`src/rtl/llc_chi_rdata_tx.sv`:
```
// ---------------------------------------------------------------------------
// llc_chi_rdata_tx
//
// CHI-H read-data transmitter for the LLC. Takes one full cacheline from the
// data-array read pipe and sends it as CHI DAT beats of CHI_DATA_WIDTH bits,
// starting at the beat that holds the requested word and wrapping around the
// line. Every beat is checked against its per-byte even parity. A beat that
// fails, or any beat of a poisoned line, is sent with resp DERR. DERR beats
// are counted in a saturating counter.
//
// Ports
//   clk, rst            clock, synchronous active-high reset
//   line_valid/ready    cacheline handshake from the data-array read pipe
//   line_data           whole line, beat k at [k*CHI_DATA_WIDTH +: CHI_DATA_WIDTH]
//   line_ecc            even parity per byte, beat k at [k*ECC_BIT_WIDTH +: ECC_BIT_WIDTH]
//   line_poison         whole line marked bad upstream
//   line_txn_id         requester TxnID
//   line_addr_offset    byte offset of the requested word (selects first beat)
//   dat_valid/ready     CHI DAT beat handshake toward the requester
//   dat_data            beat data (never corrected)
//   dat_txn_id          TxnID of the line being sent
//   dat_data_id         beat index within the line
//   dat_resp_err        2'b00 OK, 2'b10 DERR
//   dat_last            final beat of the line
//   err_cnt             saturating count of DERR beats handed off
//   busy                a line is held / being sent
// ---------------------------------------------------------------------------
module llc_chi_rdata_tx #(
    parameter int CACHELINE_SIZE   = 64,
    parameter int CHI_DATA_WIDTH   = 64,
    parameter int CHI_TXN_ID_WIDTH = 16,
    parameter int ECC_ENABLE       = 1,
    parameter int ECC_BIT_WIDTH    = 8,
    parameter int ERR_CNT_WIDTH    = 16,
    localparam int NUM_BEATS       = CACHELINE_SIZE * 8 / CHI_DATA_WIDTH,
    localparam int BEAT_W          = (NUM_BEATS > 1) ? $clog2(NUM_BEATS) : 1,
    localparam int OFFSET_WIDTH    = $clog2(CACHELINE_SIZE)
) (
    input  logic                              clk,
    input  logic                              rst,
    input  logic                              line_valid,
    output logic                              line_ready,
    input  logic [CACHELINE_SIZE*8-1:0]       line_data,
    input  logic [NUM_BEATS*ECC_BIT_WIDTH-1:0] line_ecc,
    input  logic                              line_poison,
    input  logic [CHI_TXN_ID_WIDTH-1:0]       line_txn_id,
    input  logic [OFFSET_WIDTH-1:0]           line_addr_offset,
    output logic                              dat_valid,
    input  logic                              dat_ready,
    output logic [CHI_DATA_WIDTH-1:0]         dat_data,
    output logic [CHI_TXN_ID_WIDTH-1:0]       dat_txn_id,
    output logic [BEAT_W-1:0]                 dat_data_id,
    output logic [1:0]                        dat_resp_err,
    output logic                              dat_last,
    output logic [ERR_CNT_WIDTH-1:0]          err_cnt,
    output logic                              busy
);

    localparam int BYTES_PER_BEAT = CHI_DATA_WIDTH / 8;

    localparam logic [0:0] ST_IDLE = 1'b0;
    localparam logic [0:0] ST_SEND = 1'b1;

    logic [0:0]                  state_reg;
    logic [CHI_DATA_WIDTH-1:0]   beat_data_reg [NUM_BEATS];
    logic [ECC_BIT_WIDTH-1:0]    beat_ecc_reg  [NUM_BEATS];
    logic                        poison_reg;
    logic [CHI_TXN_ID_WIDTH-1:0] txn_reg;
    logic [BEAT_W-1:0]           start_reg;
    logic [BEAT_W-1:0]           beat_cnt_reg;
    logic [ERR_CNT_WIDTH-1:0]    err_cnt_reg;

    logic                        sending;
    logic                        is_last;
    logic                        accept;
    logic                        dat_hs;
    logic [BEAT_W-1:0]           beat_idx;
    logic [BEAT_W-1:0]           start_next;
    logic [NUM_BEATS-1:0]        beat_bad;
    logic                        cur_err;

    // Low offset bits address bytes inside a beat and do not affect ordering.
    assign start_next = BEAT_W'(line_addr_offset / BYTES_PER_BEAT);

    // Wrap-around beat order: critical beat first, then the rest of the line.
    assign beat_idx = BEAT_W'((32'(start_reg) + 32'(beat_cnt_reg)) % NUM_BEATS);

    assign sending = (state_reg == ST_SEND);
    assign is_last = sending && (beat_cnt_reg == BEAT_W'(NUM_BEATS - 1));
    assign dat_hs  = sending && dat_ready;

    // Ready in the last-beat cycle lets the next line follow without a bubble.
    assign line_ready = !rst && (!sending || (is_last && dat_ready));
    assign accept     = line_valid && line_ready;

    // Capture the line; data storage needs no reset because every output
    // that exposes it is gated by the SEND state.
    for (genvar gi = 0; gi < NUM_BEATS; gi++) begin : g_store
        always_ff @(posedge clk) begin
            if (accept) begin
                beat_data_reg[gi] <= line_data[gi*CHI_DATA_WIDTH +: CHI_DATA_WIDTH];
                beat_ecc_reg[gi]  <= line_ecc[gi*ECC_BIT_WIDTH +: ECC_BIT_WIDTH];
            end
        end
    end

    // Per-beat check: a byte fails when its XOR disagrees with its parity bit.
    for (genvar gi = 0; gi < NUM_BEATS; gi++) begin : g_check
        logic [ECC_BIT_WIDTH-1:0] byte_par;
        for (genvar gb = 0; gb < ECC_BIT_WIDTH; gb++) begin : g_byte
            assign byte_par[gb] = ^beat_data_reg[gi][gb*8 +: 8];
        end
        assign beat_bad[gi] = (byte_par != beat_ecc_reg[gi]) || poison_reg;
    end

    if (ECC_ENABLE != 0) begin : g_ecc_on
        assign cur_err = beat_bad[beat_idx];
    end else begin : g_ecc_off
        assign cur_err = 1'b0;
    end

    always_ff @(posedge clk) begin
        if (rst) begin
            state_reg    <= ST_IDLE;
            poison_reg   <= 1'b0;
            txn_reg      <= '0;
            start_reg    <= '0;
            beat_cnt_reg <= '0;
            err_cnt_reg  <= '0;
        end else begin
            if (accept) begin
                state_reg    <= ST_SEND;
                poison_reg   <= line_poison;
                txn_reg      <= line_txn_id;
                start_reg    <= start_next;
                beat_cnt_reg <= '0;
            end else if (dat_hs) begin
                if (is_last) begin
                    state_reg <= ST_IDLE;
                end else begin
                    beat_cnt_reg <= beat_cnt_reg + 1'b1;
                end
            end
            if (dat_hs && cur_err && (err_cnt_reg != '1)) begin
                err_cnt_reg <= err_cnt_reg + 1'b1;
            end
        end
    end

    // Outputs depend only on state registers, so they stay stable while the
    // DAT channel stalls.
    assign dat_valid    = sending;
    assign dat_data     = sending ? beat_data_reg[beat_idx] : '0;
    assign dat_txn_id   = sending ? txn_reg : '0;
    assign dat_data_id  = sending ? beat_idx : '0;
    assign dat_resp_err = (sending && cur_err) ? 2'b10 : 2'b00;
    assign dat_last     = is_last;
    assign err_cnt      = err_cnt_reg;
    assign busy         = sending;

endmodule

```
`config.mk`:
```
export PLATFORM = sky130hd
export DESIGN_NAME = llc_chi_rdata_tx
export DESIGN_NICKNAME = d
export VERILOG_FILES = /design/src/rtl/llc_chi_rdata_tx.sv
export SDC_FILE = /design/constraint.sdc
export NUM_CORES = 1
export LEC_CHECK = 0
export BUFFER_PORTS_ARGS = -buffer_cell sky130_fd_sc_hd__buf_2
export CORE_UTILIZATION = 23
export CTS_BUF_LIST = sky130_fd_sc_hd__clkbuf_16
export DETAILED_ROUTE_END_ITERATION = 6
export PLACE_DENSITY_LB_ADDON = 0.1
export SETUP_SLACK_MARGIN = 0.1
export SLEW_MARGIN = 0
export SYNTH_ARGS = -nofsm -noshare
export SYNTH_HDL_FRONTEND = slang
export SYNTH_SLANG_ARGS = --single-unit
```
`constraint.sdc`:
```
create_clock -name clk -period 64.8 [get_ports clk]
set_input_delay 9.72 -clock clk [delete_from_list [all_inputs] [get_ports clk]]
set_output_delay 9.72 -clock clk [all_outputs]
set_load 0.05 [all_outputs]
```
Word level (Yosys, flattened, before mapping)
Memory sizes are Yosys's and may differ from the RTL's.
Cells that the tools add are included.
Widths: inputs -> output; s select.
Word-level totals
  bits in registers: 40
  latch bits: 0
  memory bits (writable): 576
  bits in read-only memories: 0
  output and inout port bits: 105
  logic and storage cells: 122
  memories kept: 2
Operators by class
  $add $sub $neg: 3
  $mul: 0
  div/mod/pow operators: 0
  order comparisons: 1
  equal/unequal tests: 10
  shift-type cells: 0
  multiplexer cells: 11
  bitwise gates (word level): 1
  reduce and logical (&&, ||, !) cells: 88
Memories
  beat_data_reg: depth 8, bits a word 64, read ports 9, clocked after Yosys merged registers in 0, wr ports 8, line 65  | logic [CHI_DATA_WIDTH-1:0] beat_data_reg [NUM_BEATS];
  beat_ecc_reg: depth 8, bits a word 8, read ports 8, clocked after Yosys merged registers in 0, wr ports 8, line 66  | logic [ECC_BIT_WIDTH-1:0] beat_ecc_reg [NUM_BEATS];
Operators with widths (number)
  $reduce_xor 8->1: 64
  $mux 64: 1
  $ne 8x8->1: 8
  $add 16x1->16 const B: 1
  $mux 16: 1
  $ne 16x16->1 const B: 1
  $logic_or 1x1->1: 9
  $logic_and 1x1->1: 8
  $mux 1: 6
  $lt 3x4->1 const B: 1
  $reduce_and 2->1: 2
  $reduce_bool 2->1: 2
  $add 3x1->3 const B: 1
  $add 3x3->3: 1
  $bmux 1 s3: 1
  $eq 3x3->1 const B: 1
  $mux 3: 1
  $logic_not 1->1: 2
  $mux 2: 1
  $reduce_or 2->1: 1
  $not 1->1: 1

Longest topological paths before layout
Gate-level depths: netlist of run 1.
  depth in word-level cells: 8
  depth in mapped cells: 12
  mapped depth without buffers: 10

Worst setup path before layout of run 1
Ideal clock, no wire load.
  path kind: input-to-reg
  from: input rst
  to: memory beat_data_reg[0][0] (enable)
  library setup time: 1165 ps
  data arrival time: 26664 ps
  required time: 63635 ps
  path slack: 36971 ps
  stages on the path: 5
  path through: clkbuf_1 nor2_1 and2_1 clkbuf_1 clkbuf_1
RTL lines
  from (decl): line 40  | input logic rst,
  to (decl): line 65

Final worst setup path of run 1
  from: input rst
  to: output line_ready
Between the ends
  longest elaborated chain between the ends: 2
Ends and longest elaborated chain
  $logic_not 1->1: line 93  | assign line_ready = !rst && (!sending || (is_last && dat_ready));
  $logic_and 1x1->1: line 93
  to (decl): line 42  | output logic line_ready,
Every way passes these cells.

==> flow_summary.yaml, run 1 <==
logic_synthesis:
  ys_warn_count: 0
  synth_area_per_cell_um2: 16.5
  yosysSeqAreaShare_pct: 63.9
  yosys_most_used_dff: "edfxtp_1"
  yosys-top-cells-area: "edfxtp_1 61%, mux4_2 10%, xnor2_1 9.9%"
  ys_seq_elements: 616
  synth_top_cell_area_share_pct: 61.0
  synth_area_leader_cell: "edfxtp_1"
  netlist_area_mm2: 0.0283
  async_flop_share_pct: 0
  synth_edf_count: 576
  syn-num-nets: 2325
  synthesis.instances: 1717
  post_synth_num_cell_types: 48
floorplanning:
  die_h_um: 353
  core_mm2: 0.122
  initial_utilization_pct: 23.2
  die_w_um: 353
  std_cell_rows: 128
  die_area_mm2: 0.125
  pin_count: 708
sta:
  layout_setup_ws_ns: 44.49
  drv_slew: 0
  period_needed_ns: 20.31
  clock_skew_ns: 0.0196
  finalCritPeriodShare_pct: 31.3
  final-hold-violation-count: 0
  setup_viol: 0
  fmax_ghz: 0.0492
  setup_tns_ns: 0
  maxSlewHeadroom_pct: 22.9
  worstMarginPinSlew_ns: 1.16
  rsz0062_at_grt: "false"
cells_and_area:
  design_area_mm2: 0.0365
  final_cell_mix: "703 x buf_2, 576 x edfxtp_1, 320 x xnor2_1"
  final_layout_size_suffix_gt1_share_pct: 39.3
  nNetsFinal: 3059
  layout_commonest_cell: "buf_2"
  area_growth_pct: 28.6
  largest_reg_flops: 512
setup_path:
  cpPeakStageDelay_ns: 0.49
  path_common_cell: "buf_2"
  critPathSlowestCell: "buf_2"
  critPathArrivalTime_ns: 10.59
  crit_family: "buffers and inverters"
  critPathCaptureType: "output port"
  crit_required_ns: 55.08
  startpoint_type: "input port"
  crit_type: "in -> out"
  cp_cell_sequence: "buf_2, nor2_1, buf_2"
  worstPathMaxFanout: 34
  cp_num_buf_inv: 2
clocking:
  post_cts_buffers: 0
  htree_levels: 3
  tritoncts: "built"
  cts.sinks: 616
  cts_root_buf: "clkbuf_16"
  cts_buffers: 82
  path_clk_slew_ns: 0.05
  cts_buffer_depth: 3
  postCtsHoldBufs: 0
  clk_latency_ns: 0.69
  cts_resized: 0
drt:
  vias: 17400
  drt_first_pass_iters: 5
  via_per_inst: 4.17
  routedWlPerCell_um: 25.6
  drt_wl_total_um: 107000
  drc: 0
  drt_iter0_drc: 1045
  antenna_left: 0
global_route:
  grt_antenna_before_repair: 103
  track_usage_pct: 17.0
  grt_max_degree: 174
  first_global_vias: 19300
  grt_pass1_wl_um: 147000
  grt-ovfl-total: 0
pwr:
  p_leak_uw: 0.0133
  ir_drop_uv: 19.5
  pwr_density_cell_mw_per_mm2: 29.2
placed_design:
  post-place-ws_ns: 44.48
  gp_congestion: 0.811
  numPortBuffers: 703
  dp_hpwl_um: 82200
  dpl-instance-area_mm2: 0.0338
worst_hold_path:
  hold_class: "reg -> reg"
run_status:
  outcome: "complete, no violations"
job:
  maxCapViolCount: 0
[per-stage QoR]
step,instances,utilization (%),hold slack [ns],total power [uW]
after floorplan,1717,-,0.431,578
after global placement,3992,27.7,0.442,643
after detailed placement,3992,27.7,0.448,643
after CTS,4137,29.8,0.456,1090
after global routing,4160,29.8,0.482,1110
final,4176,29.9,0.453,1060
[worst register-to-register path, cell delays in order, from the launching register on]
cell and delay, ns:
dfxtp_1 0.36, ha_4 0.18, fa_4 1.11, buf_4 0.74
or3b_1 0.43, mux2i_1 0.35, nand4_1 0.22, o22ai_1 0.21
a31oi_1 0.18, a32oi_4 0.73, a21boi_0 0.20, mux2_2 0.30
[routing by layer]
layer  vias to the layer above  wire (um)  GRT usage, %
met4                        98       2970          5.96
met3                       242       8330          6.60
met1                      8583      41400          19.0
met2                       612      53600          29.3
li1                       7898          -             -
met5                         -        621             0
[cell usage after synthesis, drive strengths merged, types with 2 or more instances]
cell and number:
dfxtp 40, mux4 128, and2 25, xor2 122
nand3b 3, and3 6, nand3 10, xnor3 33
a21boi 66, nor4 7, mux2 13, nor2 24
nand2 183, inv 2, edfxtp 576, ha 4
or3b 2, nand4 6, a32oi 2, xnor2 321
clkbuf 39, xor3 2, buf 29, a21oi 15
o21ai 22, mux2i 5, nor3 7, nor2b 13
[power by group]
part	switching, uW	internal [uW]	leakage [uW]
clock network	182	254	0.00129
registers	10.6	454	0.00566
logic	97.3	66.2	0.00631
total	290	774	0.0133
[worst paths after layout]
| kind | start | end | slack, ns | cells past startpoint |
|---|---|---|---|---|
| max | rst | line_ready | 44.49 | 3 |
| min | txn_reg[8] | txn_reg[8] | 0.45 | 2 |
| max reg2reg | beat_cnt_reg[0] | err_cnt[2] | 59.70 | 11 |
| min reg2reg | txn_reg[8] | txn_reg[8] | 0.45 | 2 |
[final cells by class]
class | instances | area (um2)
fill | 12400 | 85600
sequential | 616 | 18100
multi-input combinational | 1031 | 10000
timing repair buffer | 718 | 3670
clock buffer | 84 | 2100
tap | 1625 | 2030
clock inverter | 61 | 443
antenna | 39 | 97.6
inverter | 2 | 7.51
[cell families after synthesis]
kind of cell / count (synthesis) / share of synthesized area, %
XOR/XNOR: 478 / 16.5
multiplexers: 146 / 11.0
AND/OR/NAND/NOR: 287 / 4.51
AO/OA/AOI/OAI: 114 / 2.91
flip-flops: 616 / 63.9
adder cells (fa/ha/maj): 5 / 0.247
buffers and inverters: 70 / 1.02
other: 1 / 0.0132
No activity file was read; power rests on OpenSTA's default activity.
==> run 2: changes to the inputs <==
- clock period: 64.8 -> 16.65 ns (I/O delays scaled with it)
==> run 2 against run 1 <==
Compared with the run above: sequential cell count stayed put; register-to-register slack worse by 48 ns; sequential power grew to 3.9 times the previous value; clock skew is 0.00066 ns lower; hold slack improved by 0.0026 ns; global-route usage about the same; non-clock buffer count rose by 1; worst setup slack got worse by 36 ns; power increased to 4.0 times the previous value; count of clock-buffer cells in the layout unchanged.
==> flow_summary.yaml, run 2 (same netlist as run 1, synthesis figures left out) <==
cells_and_area:
  fill_cells: 12400
  design_area_mm2: 0.0365
  area_growth_pct: 29.0
  nNetsFinal: 3058
  multi_input_area_mm2: 0.0100
  seqCellArea_mm2: 0.0181
  final_cell_mix: "703 x buf_2, 576 x edfxtp_1, 320 x xnor2_1"
  layout_commonest_cell: "buf_2"
  largest_reg_flops: 512
  final_layout_size_suffix_gt1_share_pct: 39.7
floorplanning:
  die_w_um: 353
  std_cell_rows: 128
  pin_count: 708
  initial_utilization_pct: 23.2
  core_mm2: 0.122
  die_h_um: 353
  die_area_mm2: 0.125
clocking:
  cts_buffers: 80
  cts_root_buf: "clkbuf_16"
  path_clk_slew_ns: 0.07
  clk_latency_ns: 0.67
  cts.sinks: 616
  tritoncts: "built"
  htree_levels: 3
  post_cts_buffers: 0
  cts_resized: 0
  cts_buffer_depth: 3
  postCtsHoldBufs: 0
setup_path:
  critPathArrivalTime_ns: 5.36
  crit_type: "reg -> out"
  critPathCaptureType: "output port"
  crit_required_ns: 14.15
  r2r-start: "beat_cnt_reg[0]"
  worstPathMaxFanout: 41
  startpoint: "beat_cnt_reg[0]"
  startpoint_type: "register"
placed_design:
  dp_hpwl_um: 83000
  dpl-instance-area_mm2: 0.0338
  numPortBuffers: 703
  post-place-ws_ns: 9.31
  gp_congestion: 0.806
global_route:
  grt_pass1_wl_um: 148000
  first_global_vias: 19200
  grt_max_degree: 199
  grt-ovfl-total: 0
  grt_antenna_before_repair: 92
  track_usage_pct: 17.0
pwr:
  pwr_density_cell_mw_per_mm2: 116
  p_leak_uw: 0.0133
  ir_drop_uv: 72.6
sta:
  drv_slew: 0
  maxSlewHeadroom_pct: 13.0
  finalCritPeriodShare_pct: 47.2
  clock_skew_ns: 0.0190
  setup_viol: 0
  layout_setup_ws_ns: 8.79
  fmax_ghz: 0.127
  final-hold-violation-count: 0
  holdWs_ns: 0.456
  rsz0062_at_grt: "false"
  setup_tns_ns: 0
  worstMarginPinSlew_ns: 1.31
  period_needed_ns: 7.86
worst_hold_path:
  hold_class: "reg -> reg"
  min_from: "txn_reg[15]"
drt:
  vias: 17400
  routedWlPerCell_um: 25.6
  antenna_left: 0
  drt_iter0_drc: 1036
  drc: 0
  drt_wl_total_um: 107000
  drt_first_pass_iters: 5
  via_per_inst: 4.18
job:
  maxCapViolCount: 0
run_status:
  outcome: "complete, no violations"
run 2: cell types whose count changed in the layout (fill, tap and decap cells not counted):
cell,previous run,this run
clkinv_2,9,16
clkinv_8,3,1
clkinvlp_4,5,6
buf_4,12,15
clkinv_4,0,1
buf_12,3,1
inv_1,18,10
bufinv_16,5,10
diode_2,39,30
clkinv_1,20,18
run 2: final timing paths:
kind / endpoint / cells past startpoint / slack, ns
worst min-delay path: txn_reg[15] / 2 / 0.46
worst max-delay path: dat_resp_err[1] / 9 / 8.79
worst max register to register: err_cnt[2] / 9 / 11.42
worst min register to register: txn_reg[15] / 2 / 0.46
run 2: power by group:
group          leakage, uW  internal [uW]  switching, uW  total [uW]
Clock              0.00134           1070            709        1780
Combinational      0.00631            257            382         639
Sequential         0.00566           1770           40.5        1810
run 2: layout make-up:
class                           count  share of cell area (%)
Clock inverter                     63                    1.57
Antenna cell                       30                   0.205
Inverter                            2                  0.0205
Clock buffer                       84                    5.75
Timing Repair Buffer              719                    9.99
Sequential cell                   616                    49.5
Tap cell                         1625                    5.56
Multi-Input combinational cell   1031                    27.4
run 2: layer usage:
metal / track usage [%] / part of all wire, %
met1: 19.5 / 39
met4: 4.18 / 2.2
met5: 0 / 0.46
met2: 29.6 / 50
met3: 6.33 / 8.1
run 2: worst max-delay path: stages (launching register included):
cell,delay [ns]
dfxtp_1,0.36
ha_4,0.18
fa_4,1.12
buf_4,0.80
buf_4,0.75
nor3_1,0.23
a31oi_1,0.52
and2_1,0.23
o31a_1,0.12
buf_2,0.29
run 2: through the flow:
step / util (%) / power [uW] / cells
floorplan: - / 2230 / 1717
global placement: 27.7 / 2500 / 3993
detailed placement: 27.7 / 2500 / 3993
CTS: 29.9 / 4320 / 4140
global route: 29.9 / 4390 / 4155
finish: 29.9 / 4220 / 4170
